[config.mk]
export PLATFORM = sky130hd
export DESIGN_NAME = multicycle_ctrl_flat
export DESIGN_NICKNAME = d
export VERILOG_FILES = /design/src/rtl/multicycle_ctrl_if.sv /design/src/rtl/multicycle_ctrl.sv /design/src/flat_wrapper.sv
export SDC_FILE = /design/constraint.sdc
export NUM_CORES = 1
export LEC_CHECK = 0
export BUFFER_PORTS_ARGS = -buffer_cell sky130_fd_sc_hd__clkbuf_2
export CORE_MARGIN = 2
export CORE_UTILIZATION = 30
export DETAILED_ROUTE_END_ITERATION = 6
export PLACE_DENSITY = 0.62
export REMOVE_ABC_BUFFERS = 1
export SYNTH_ARGS = -nofsm -noshare
export SYNTH_HDL_FRONTEND = slang
export SYNTH_SLANG_ARGS = --single-unit
[constraint.sdc]
create_clock -name clk -period 1.91 [get_ports clk]
set_clock_uncertainty 0.1 [all_clocks]
set_input_delay 0.382 -clock clk [delete_from_list [all_inputs] [get_ports clk]]
set_output_delay 0.382 -clock clk [all_outputs]
set_load 0.02 [all_outputs]
[src/rtl/multicycle_ctrl_if.sv]
// Control bundle between multicycle_ctrl and the datapath it drives.
// master: the control unit (receives op/func, drives control levels and strobes).
// slave:  the datapath side.
interface multicycle_ctrl_if #(
  parameter int unsigned RETIRE_W = 16
);
  logic [2:0]          op;
  logic [2:0]          func;
  logic                IRWr;
  logic                PCWr;
  logic                Branch;
  logic                Jump;
  logic                RegDst;
  logic                ALUSrc;
  logic                MemtoReg;
  logic                RegWr;
  logic                MemWr;
  logic                ExtOp;
  logic [2:0]          ALUctr;
  logic                halted;
  logic                illegal;
  logic [RETIRE_W-1:0] retired;

  modport master (
    input  op, func,
    output IRWr, PCWr, Branch, Jump, RegDst, ALUSrc, MemtoReg, RegWr, MemWr, ExtOp,
    output ALUctr, halted, illegal, retired
  );

  modport slave (
    output op, func,
    input  IRWr, PCWr, Branch, Jump, RegDst, ALUSrc, MemtoReg, RegWr, MemWr, ExtOp,
    input  ALUctr, halted, illegal, retired
  );
endinterface

[src/rtl/multicycle_ctrl.sv]
// Multicycle control unit: IF/ID/EX/MEM/WB/HALT Moore machine that sequences
// each instruction over 2-5 cycles and drives the datapath control levels.
// Optional feature macro: MULTICYCLE_CTRL_ILLEGAL_TRAP_EN -- when defined, an
// illegal R-type func traps to HALT and sets the sticky 'illegal' flag; when
// undefined, an illegal func retires as a NOP from ID.
module multicycle_ctrl #(
  parameter int unsigned RETIRE_W = 16
) (
  input logic                clk,
  input logic                rst,
  multicycle_ctrl_if.master  bus
);

  localparam logic [2:0] OpR     = 3'b000;
  localparam logic [2:0] OpOri   = 3'b001;
  localparam logic [2:0] OpAddiu = 3'b010;
  localparam logic [2:0] OpLw    = 3'b011;
  localparam logic [2:0] OpSw    = 3'b100;
  localparam logic [2:0] OpBeq   = 3'b101;
  localparam logic [2:0] OpJ     = 3'b110;
  localparam logic [2:0] OpHalt  = 3'b111;

  typedef enum logic [2:0] {StIf, StId, StEx, StMem, StWb, StHalt} state_e;

  state_e              state_q, state_d;
  logic [2:0]          op_q, func_q;
  logic [RETIRE_W-1:0] retired_q;
  logic                func_bad;

  // Ungated combinational outputs; reset masking is applied at the ports.
  logic       irwr, pcwr, branch, jump, regdst, alusrc, memtoreg, regwr, memwr, extop;
  logic [2:0] aluctr;

  // EX-phase levels derived from the latched decode, held through MEM and WB.
  logic       alusrc_ex, extop_ex;
  logic [2:0] aluctr_ex;

  assign func_bad = (bus.func > 3'd4);

  // State register.
  always_ff @(posedge clk or posedge rst) begin
    if (rst) state_q <= StIf;
    else     state_q <= state_d;
  end

  // Decode capture on the edge leaving ID.
  always_ff @(posedge clk or posedge rst) begin
    if (rst) begin
      op_q   <= 3'b000;
      func_q <= 3'b000;
    end else if (state_q == StId) begin
      op_q   <= bus.op;
      func_q <= bus.func;
    end
  end

  // Next-state sequencing per instruction class.
  always_comb begin
    state_d = state_q;
    unique case (state_q)
      StIf: state_d = StId;
      StId: begin
        unique case (bus.op)
          OpR: begin
            if (func_bad) begin
`ifdef MULTICYCLE_CTRL_ILLEGAL_TRAP_EN
              state_d = StHalt;
`else
              state_d = StIf;
`endif
            end else begin
              state_d = StEx;
            end
          end
          OpJ:     state_d = StIf;
          OpHalt:  state_d = StHalt;
          default: state_d = StEx;
        endcase
      end
      StEx: begin
        unique case (op_q)
          OpLw, OpSw: state_d = StMem;
          OpBeq:      state_d = StIf;
          default:    state_d = StWb;
        endcase
      end
      StMem:   state_d = (op_q == OpLw) ? StWb : StIf;
      StWb:    state_d = StIf;
      StHalt:  state_d = StHalt;
      default: state_d = StIf;
    endcase
  end

  // ALU/immediate levels selected by the latched opcode.
  always_comb begin
    alusrc_ex = 1'b0;
    extop_ex  = 1'b0;
    aluctr_ex = 3'b000;
    unique case (op_q)
      OpR:              aluctr_ex = func_q;
      OpOri:   begin alusrc_ex = 1'b1; aluctr_ex = 3'b011; end
      OpAddiu, OpLw, OpSw: begin alusrc_ex = 1'b1; extop_ex = 1'b1; end
      OpBeq:            aluctr_ex = 3'b001;
      default: ;
    endcase
  end

  // Moore outputs per state.
  always_comb begin
    irwr     = 1'b0;
    pcwr     = 1'b0;
    branch   = 1'b0;
    jump     = 1'b0;
    regdst   = 1'b0;
    alusrc   = 1'b0;
    memtoreg = 1'b0;
    regwr    = 1'b0;
    memwr    = 1'b0;
    extop    = 1'b0;
    aluctr   = 3'b000;
    unique case (state_q)
      StIf: irwr = 1'b1;
      StId: begin
        if (bus.op == OpJ) begin
          jump = 1'b1;
          pcwr = 1'b1;
        end
`ifndef MULTICYCLE_CTRL_ILLEGAL_TRAP_EN
        // Illegal func retires as a NOP straight out of ID.
        if (bus.op == OpR && func_bad) pcwr = 1'b1;
`endif
      end
      StEx: begin
        alusrc = alusrc_ex;
        extop  = extop_ex;
        aluctr = aluctr_ex;
        if (op_q == OpBeq) begin
          branch = 1'b1;
          pcwr   = 1'b1;
        end
      end
      StMem: begin
        alusrc = alusrc_ex;
        extop  = extop_ex;
        aluctr = aluctr_ex;
        if (op_q == OpSw) begin
          memwr = 1'b1;
          pcwr  = 1'b1;
        end
      end
      StWb: begin
        alusrc   = alusrc_ex;
        extop    = extop_ex;
        aluctr   = aluctr_ex;
        regwr    = 1'b1;
        pcwr     = 1'b1;
        regdst   = (op_q == OpR);
        memtoreg = (op_q == OpLw);
      end
      default: ;
    endcase
  end

  // Retired-instruction counter, one per PC update, wrapping.
  always_ff @(posedge clk or posedge rst) begin
    if (rst)       retired_q <= '0;
    else if (pcwr) retired_q <= retired_q + 1'b1;
  end

`ifdef MULTICYCLE_CTRL_ILLEGAL_TRAP_EN
  logic illegal_q;

  // Sticky illegal flag, set on the ID edge that traps to HALT.
  always_ff @(posedge clk or posedge rst) begin
    if (rst)                                                  illegal_q <= 1'b0;
    else if (state_q == StId && bus.op == OpR && func_bad)    illegal_q <= 1'b1;
  end

  assign bus.illegal = illegal_q;
`else
  assign bus.illegal = 1'b0;
`endif

  // Every output is forced low while reset is asserted.
  assign bus.IRWr     = irwr     & ~rst;
  assign bus.PCWr     = pcwr     & ~rst;
  assign bus.Branch   = branch   & ~rst;
  assign bus.Jump     = jump     & ~rst;
  assign bus.RegDst   = regdst   & ~rst;
  assign bus.ALUSrc   = alusrc   & ~rst;
  assign bus.MemtoReg = memtoreg & ~rst;
  assign bus.RegWr    = regwr    & ~rst;
  assign bus.MemWr    = memwr    & ~rst;
  assign bus.ExtOp    = extop    & ~rst;
  assign bus.ALUctr   = aluctr   & {3{~rst}};
  assign bus.halted   = (state_q == StHalt) & ~rst;
  assign bus.retired  = retired_q;

endmodule

[src/flat_wrapper.sv]
// flat-port wrapper written by rule: the top's interface ports become plain ports
module multicycle_ctrl_flat 
#(
  parameter int unsigned RETIRE_W = 16
)
  (clk, rst, bus_op, bus_func, bus_IRWr, bus_PCWr, bus_Branch, bus_Jump, bus_RegDst, bus_ALUSrc, bus_MemtoReg, bus_RegWr, bus_MemWr, bus_ExtOp, bus_ALUctr, bus_halted, bus_illegal, bus_retired);
  multicycle_ctrl_if #(.RETIRE_W(RETIRE_W)) bus_i ();
  input logic clk;
  input logic rst;
  input wire logic [$bits(bus_i.op)-1:0] bus_op;
  input wire logic [$bits(bus_i.func)-1:0] bus_func;
  output wire logic [$bits(bus_i.IRWr)-1:0] bus_IRWr;
  output wire logic [$bits(bus_i.PCWr)-1:0] bus_PCWr;
  output wire logic [$bits(bus_i.Branch)-1:0] bus_Branch;
  output wire logic [$bits(bus_i.Jump)-1:0] bus_Jump;
  output wire logic [$bits(bus_i.RegDst)-1:0] bus_RegDst;
  output wire logic [$bits(bus_i.ALUSrc)-1:0] bus_ALUSrc;
  output wire logic [$bits(bus_i.MemtoReg)-1:0] bus_MemtoReg;
  output wire logic [$bits(bus_i.RegWr)-1:0] bus_RegWr;
  output wire logic [$bits(bus_i.MemWr)-1:0] bus_MemWr;
  output wire logic [$bits(bus_i.ExtOp)-1:0] bus_ExtOp;
  output wire logic [$bits(bus_i.ALUctr)-1:0] bus_ALUctr;
  output wire logic [$bits(bus_i.halted)-1:0] bus_halted;
  output wire logic [$bits(bus_i.illegal)-1:0] bus_illegal;
  output wire logic [$bits(bus_i.retired)-1:0] bus_retired;
  assign bus_i.op = bus_op;
  assign bus_i.func = bus_func;
  assign bus_IRWr = bus_i.IRWr;
  assign bus_PCWr = bus_i.PCWr;
  assign bus_Branch = bus_i.Branch;
  assign bus_Jump = bus_i.Jump;
  assign bus_RegDst = bus_i.RegDst;
  assign bus_ALUSrc = bus_i.ALUSrc;
  assign bus_MemtoReg = bus_i.MemtoReg;
  assign bus_RegWr = bus_i.RegWr;
  assign bus_MemWr = bus_i.MemWr;
  assign bus_ExtOp = bus_i.ExtOp;
  assign bus_ALUctr = bus_i.ALUctr;
  assign bus_halted = bus_i.halted;
  assign bus_illegal = bus_i.illegal;
  assign bus_retired = bus_i.retired;
  multicycle_ctrl #(.RETIRE_W(RETIRE_W)) u_core (.clk(clk), .rst(rst), .bus(bus_i));
endmodule
== Word level (Yosys, flattened, before mapping) ==
Index checks and enable logic that the tools add are counted.

* Add/subtract/negate cells: 1
* Order comparisons: 1
* Equality and inequality tests: 12
* Multiplexer cells: 23
* Bitwise gates (word level): 13
* Reduce and logical (&&, ||, !) cells: 8

{| class="wikitable"
|+ Operators by type and width
! operator !! number
|-
| $eq 3x3->1 const B || 6
|-
| $pmux 3 s3 || 2
|-
| $add 16x1->16 const B || 1
|-
| $mux 1 || 15
|-
| $pmux 3 s5 || 1
|-
| $eq 3x2->1 const B || 4
|-
| $and 1x1->1 || 11
|-
| $logic_not 3->1 || 3
|-
| $eq 3x1->1 const B || 2
|-
| $mux 3 || 2
|-
| $pmux 3 s2 || 1
|-
| $reduce_or 3->1 || 2
|-
| $pmux 1 s4 || 1
|-
| $reduce_or 4->1 || 1
|-
| $and 3x3->3 || 1
|-
| $gt 3x3->1 const B || 1
|-
| $mux 2 || 1
|-
| $reduce_or 2->1 || 1
|-
| $logic_and 1x1->1 || 1
|-
| $not 1->1 || 1
|}

* Register bits: 25
* Bits of input ports: 8
* Output and inout bits: 31
* Word-level logic and storage cells: 62

== Longest topological paths before layout ==
* Depth in word-level cells: 5
* Depth in mapped cells: 7

== Least setup slack after synthesis ==
Ideal clock, no wire load.

* Path kind: input to output
* From: input rst
* To: output bus_RegDst
* Arrival time: 2.004 ns
* Required time: 1.428 ns
* Path slack: -0.576 ns
* Cell stages on the path: 4
* Path through: inv_1 -> nand2_1 -> nor3_1 -> and3_1

* Longest elaborated chain between the ends: 2

{| class="wikitable"
|+ RTL lines
! item !! RTL line !! RTL
|-
| from (decl) || flat_wrapper.sv:9 || <nowiki>input logic rst;</nowiki>
|-
| $not 1->1 || multicycle_ctrl.sv:189 || <nowiki>assign bus.RegDst = regdst & ~rst;</nowiki>
|-
| $and 1x1->1 || multicycle_ctrl.sv:189 ||
|-
| to (decl) || flat_wrapper.sv:16 || <nowiki>output wire logic [$bits(bus_i.RegDst)-1:0] bus_RegDst;</nowiki>
|}

No other way between the ends.

== Worst setup path in the final report ==
* From: register u_core.state_q[0]
* To: output bus_PCWr

* Longest elaborated chain between the ends: 3

{| class="wikitable"
|+ RTL lines
! item !! RTL line !! RTL
|-
| from (decl) || multicycle_ctrl.sv:25 || <nowiki>state_e state_q, state_d;</nowiki>
|-
| from (signal assigned) || multicycle_ctrl.sv:42 || <nowiki>if (rst) state_q <= StIf;</nowiki>
|-
| from (signal assigned) || multicycle_ctrl.sv:43 || <nowiki>else state_q <= state_d;</nowiki>
|-
| $eq 3x3->1, or another cell as far along || multicycle_ctrl.sv:121 || <nowiki>unique case (state_q)</nowiki>
|-
| $pmux 1 s4 (*) || multicycle_ctrl.sv:121 ||
|-
| $and 1x1->1 (*) || multicycle_ctrl.sv:186 || <nowiki>assign bus.PCWr = pcwr & ~rst;</nowiki>
|-
| to (decl) || flat_wrapper.sv:13 || <nowiki>output wire logic [$bits(bus_i.PCWr)-1:0] bus_PCWr;</nowiki>
|}

Every way passes the cells marked *; elsewhere a longest branch is shown, timed or not.

==> flow_summary_export.csv <==
group,metric,value,unit
timing,drv_slew,0,
synthesis,synth_top_area_cell,"dfrtp_1",
timing,rsz0062_at_grt,"true",
floorplan,die_h,72.9,um
synthesis,synthCells,153,
floorplan,io_pins,39,
floorplan,dieArea,0.00532,sq mm
floorplan,initial_core_util,0.306,
timing,setup_viol,23,
setup_path,cp_cell_sequence,"buf_6, xnor2_1, or4_4, o311a_4, nor2_4, buf_8",
grt,grt_overflow,0,
routing,ant_nets,0,
timing,setup_slack,-0.324,ns
cts,ctsLongestPathBuffers,2,
routing,routed_wl,3920,um
setup_path,slowest_delay,0.45,ns
layout,final_cell_mix,"buf_4, clkbuf_2, dfrtp_1",
pwr,ir_drop,0.606,mV
routing,drc,0,
cts,clock-sinks,25,
synthesis,ys_seq_area_frac,0.439,
setup_path,cp.arrival,1.75,ns
setup_path,setup.worst_path.start_class,"flip-flop",
outcome,violations,"negative setup slack",
cts,cts_buffers,3,
layout,syn_to_final_growth,57.9,%
synthesis,synth_edf_count,0,
timing,timing.setup.tns,-2.51,ns
place,gp_congestion,0.842,
worst_hold_path,min_path_type,"input port to asynchronous set/reset pin",
routing,wl_per_cell,14.2,um
synthesis,ys_types,42,
setup_path,critical_path_class,"flip-flop to output pin",
cts,cts-htree-levels,1,
setup_path,critPathCaptureType,"output pin",
timing,fin_crit,2.23,ns
place,numPortBuffers,37,
pwr,power_density,1280,mW/mm^2
setup_path,cp_slowest_cell,"dfrtp_2",
setup_path,path_max_fanout,4,
synthesis,async_flop_share,1.00,
synthesis,yosys-top-cells-area,"dfrtp_1, xnor2_1, nand2_1, nand4_1, nor2_1",
synthesis,syn_area,0.00143,sq mm
grt,grt_pass1_wl,6380,um
place,post-dp-hpwl,2820,um
floorplan,core_area,0.00466,sq mm
floorplan,die_w,72.9,um
cts,tritoncts,"yes",
pwr,p_leak,1.00,nW
synthesis,synth.avg_cell_area,9.31,sq um
outcome,status,"finished with violations",
cts,clk_latency,0.28,ns
synthesis,ys.flop_type,"dfrtp_1",
pwr,power,2.89,mW
synthesis,yosysWarnings,0,
cts,clk_pin_slew,0.09,ns
cts,cts_hold_buf,0,
timing,finalCritPeriodShare,1.17,
setup_path,crit_required,1.43,ns
layout,final_common_cell,"buf_4",
routing,viasPerCell,5.03,
floorplan,rows,25,
timing,fmax,0.448,GHz
cts,clock-root-buffer,"clkbuf_8",
layout,antennaDiodeCount,0,
synthesis,ys_ff_latch,25,
routing,drt-pass1-iter-count,4,
grt,grtUsageTotal,0.154,
routing,drtIter0Drc,112,
grt,antenna_found_initial,0,
flow_run,maxCapViolCount,0,
synthesis,synth_top_area_frac,0.439,
layout,nets,232,
routing,num_vias,1389,
grt,grt_pass1_vias,1370,
timing,hold_viol_final,0,
grt,grt_start_max_net_pins,15,
layout,drive_gt1_frac,0.500,
## worst max-delay path, delay by kind of cell, from the launching register on
family                 cells  cell delay, ns
flip-flops                 1            0.45
buffers and inverters      2            0.25
AND/OR/NAND/NOR            2            0.54
AO/OA/AOI/OAI              1            0.15
XOR/XNOR                   1            0.11
## state kept, by name, summed over array words and instances, names as in the netlist
register / flops
u_core.bus.retired: 16
u_core.func_q: 3
u_core.op_q: 3
u_core.state_q: 3
## Yosys cell counts, drive strengths merged, types with 2 or more instances
library cell  count
and3              3
o21ai             2
nand3             7
buf               5
nor2             14
inv               3
nor4              6
mux2              2
clkbuf            3
dfrtp            25
nand2            24
xnor2            13
o22ai             2
nand4            11
a21oi             4
nand2b            4
xor2              4
nor3              3
## metrics by stage
stage / cells / setup slack, ns / area [sq um] / hold WS [ns] / util
final: 276 / -0.324 / 2250 / 0.205 / 0.483
after global routing: 276 / -0.371 / 2250 / 0.231 / 0.483
after CTS: 274 / -0.338 / 2110 / 0.197 / 0.452
after detailed placement: 266 / -0.103 / 1860 / 0.372 / 0.398
after global placement: 266 / -0.105 / 1860 / 0.362 / 0.398
after floorplan: 145 / -0.576 / 1380 / 0.326 / -
## where the power goes
group	total, mW	internal, mW	switching [mW]
Sequential	0.803	0.673	0.130
Combinational	1.77	0.827	0.940
Clock	0.320	0.146	0.174
Total	2.89	1.65	1.24
## kinds of logic after synthesis
| kind of cell | Yosys count | share of synthesized area |
|---|---|---|
| simple gates | 79 | 0.296 |
| xor+xnor | 17 | 0.104 |
| fa+ha+maj | 1 | 0.00878 |
| flops | 25 | 0.439 |
| compound gates | 17 | 0.0922 |
| other cells | 1 | 0.00263 |
| buf+inv | 11 | 0.0413 |
| mux | 2 | 0.0158 |
## final timing paths
kind	start	depth (start not counted)	slack, ns	to
setup reg to reg	u_core.state_q[0]$_DFF_PP0_	7	-0.12	u_core.bus.retired[12]$_DFFE_PP0P_
min in group clk	bus_func[2]	3	0.23	u_core.func_q[2]$_DFFE_PP0P_
setup / recovery	u_core.state_q[0]$_DFF_PP0_	6	-0.32	bus_PCWr
hold reg to reg	u_core.bus.retired[15]$_DFFE_PP0P_	1	0.38	u_core.bus.retired[15]$_DFFE_PP0P_
max in group asynchronous	rst	3	1.30	u_core.state_q[0]$_DFF_PP0_
hold / removal	rst	3	0.20	u_core.func_q[0]$_DFFE_PP0P_
## per-layer routing
layer / GRT usage / vias to the layer above / part of all wire
met1: 0.202 / 671 / 0.45
met4: 0.0576 / 0 / 0.020
met2: 0.256 / 38 / 0.49
met3: 0.0262 / 7 / 0.045
li1: - / 673 / -
met5: 0 / - / 0
## what timing repair did
action | in CTS | in global routing
gates resized for setup | 46 | 36
endpoints found under the setup margin | 25 | 29
gates cloned | 0 | 1
pin swaps | 11 | 16
buffers inserted | 5 | 3
## final cells by class
type                       instances  area, sq um
tap                               54         67.6
inverter                           3         11.3
timing repair buffer              73          566
clock inverter                     1         5.00
fill                             436         2410
sequential                        25          628
multi-input combinational        117          932
clock buffer                       3         41.3
Note: power is estimated with default switching activity, not from simulation.
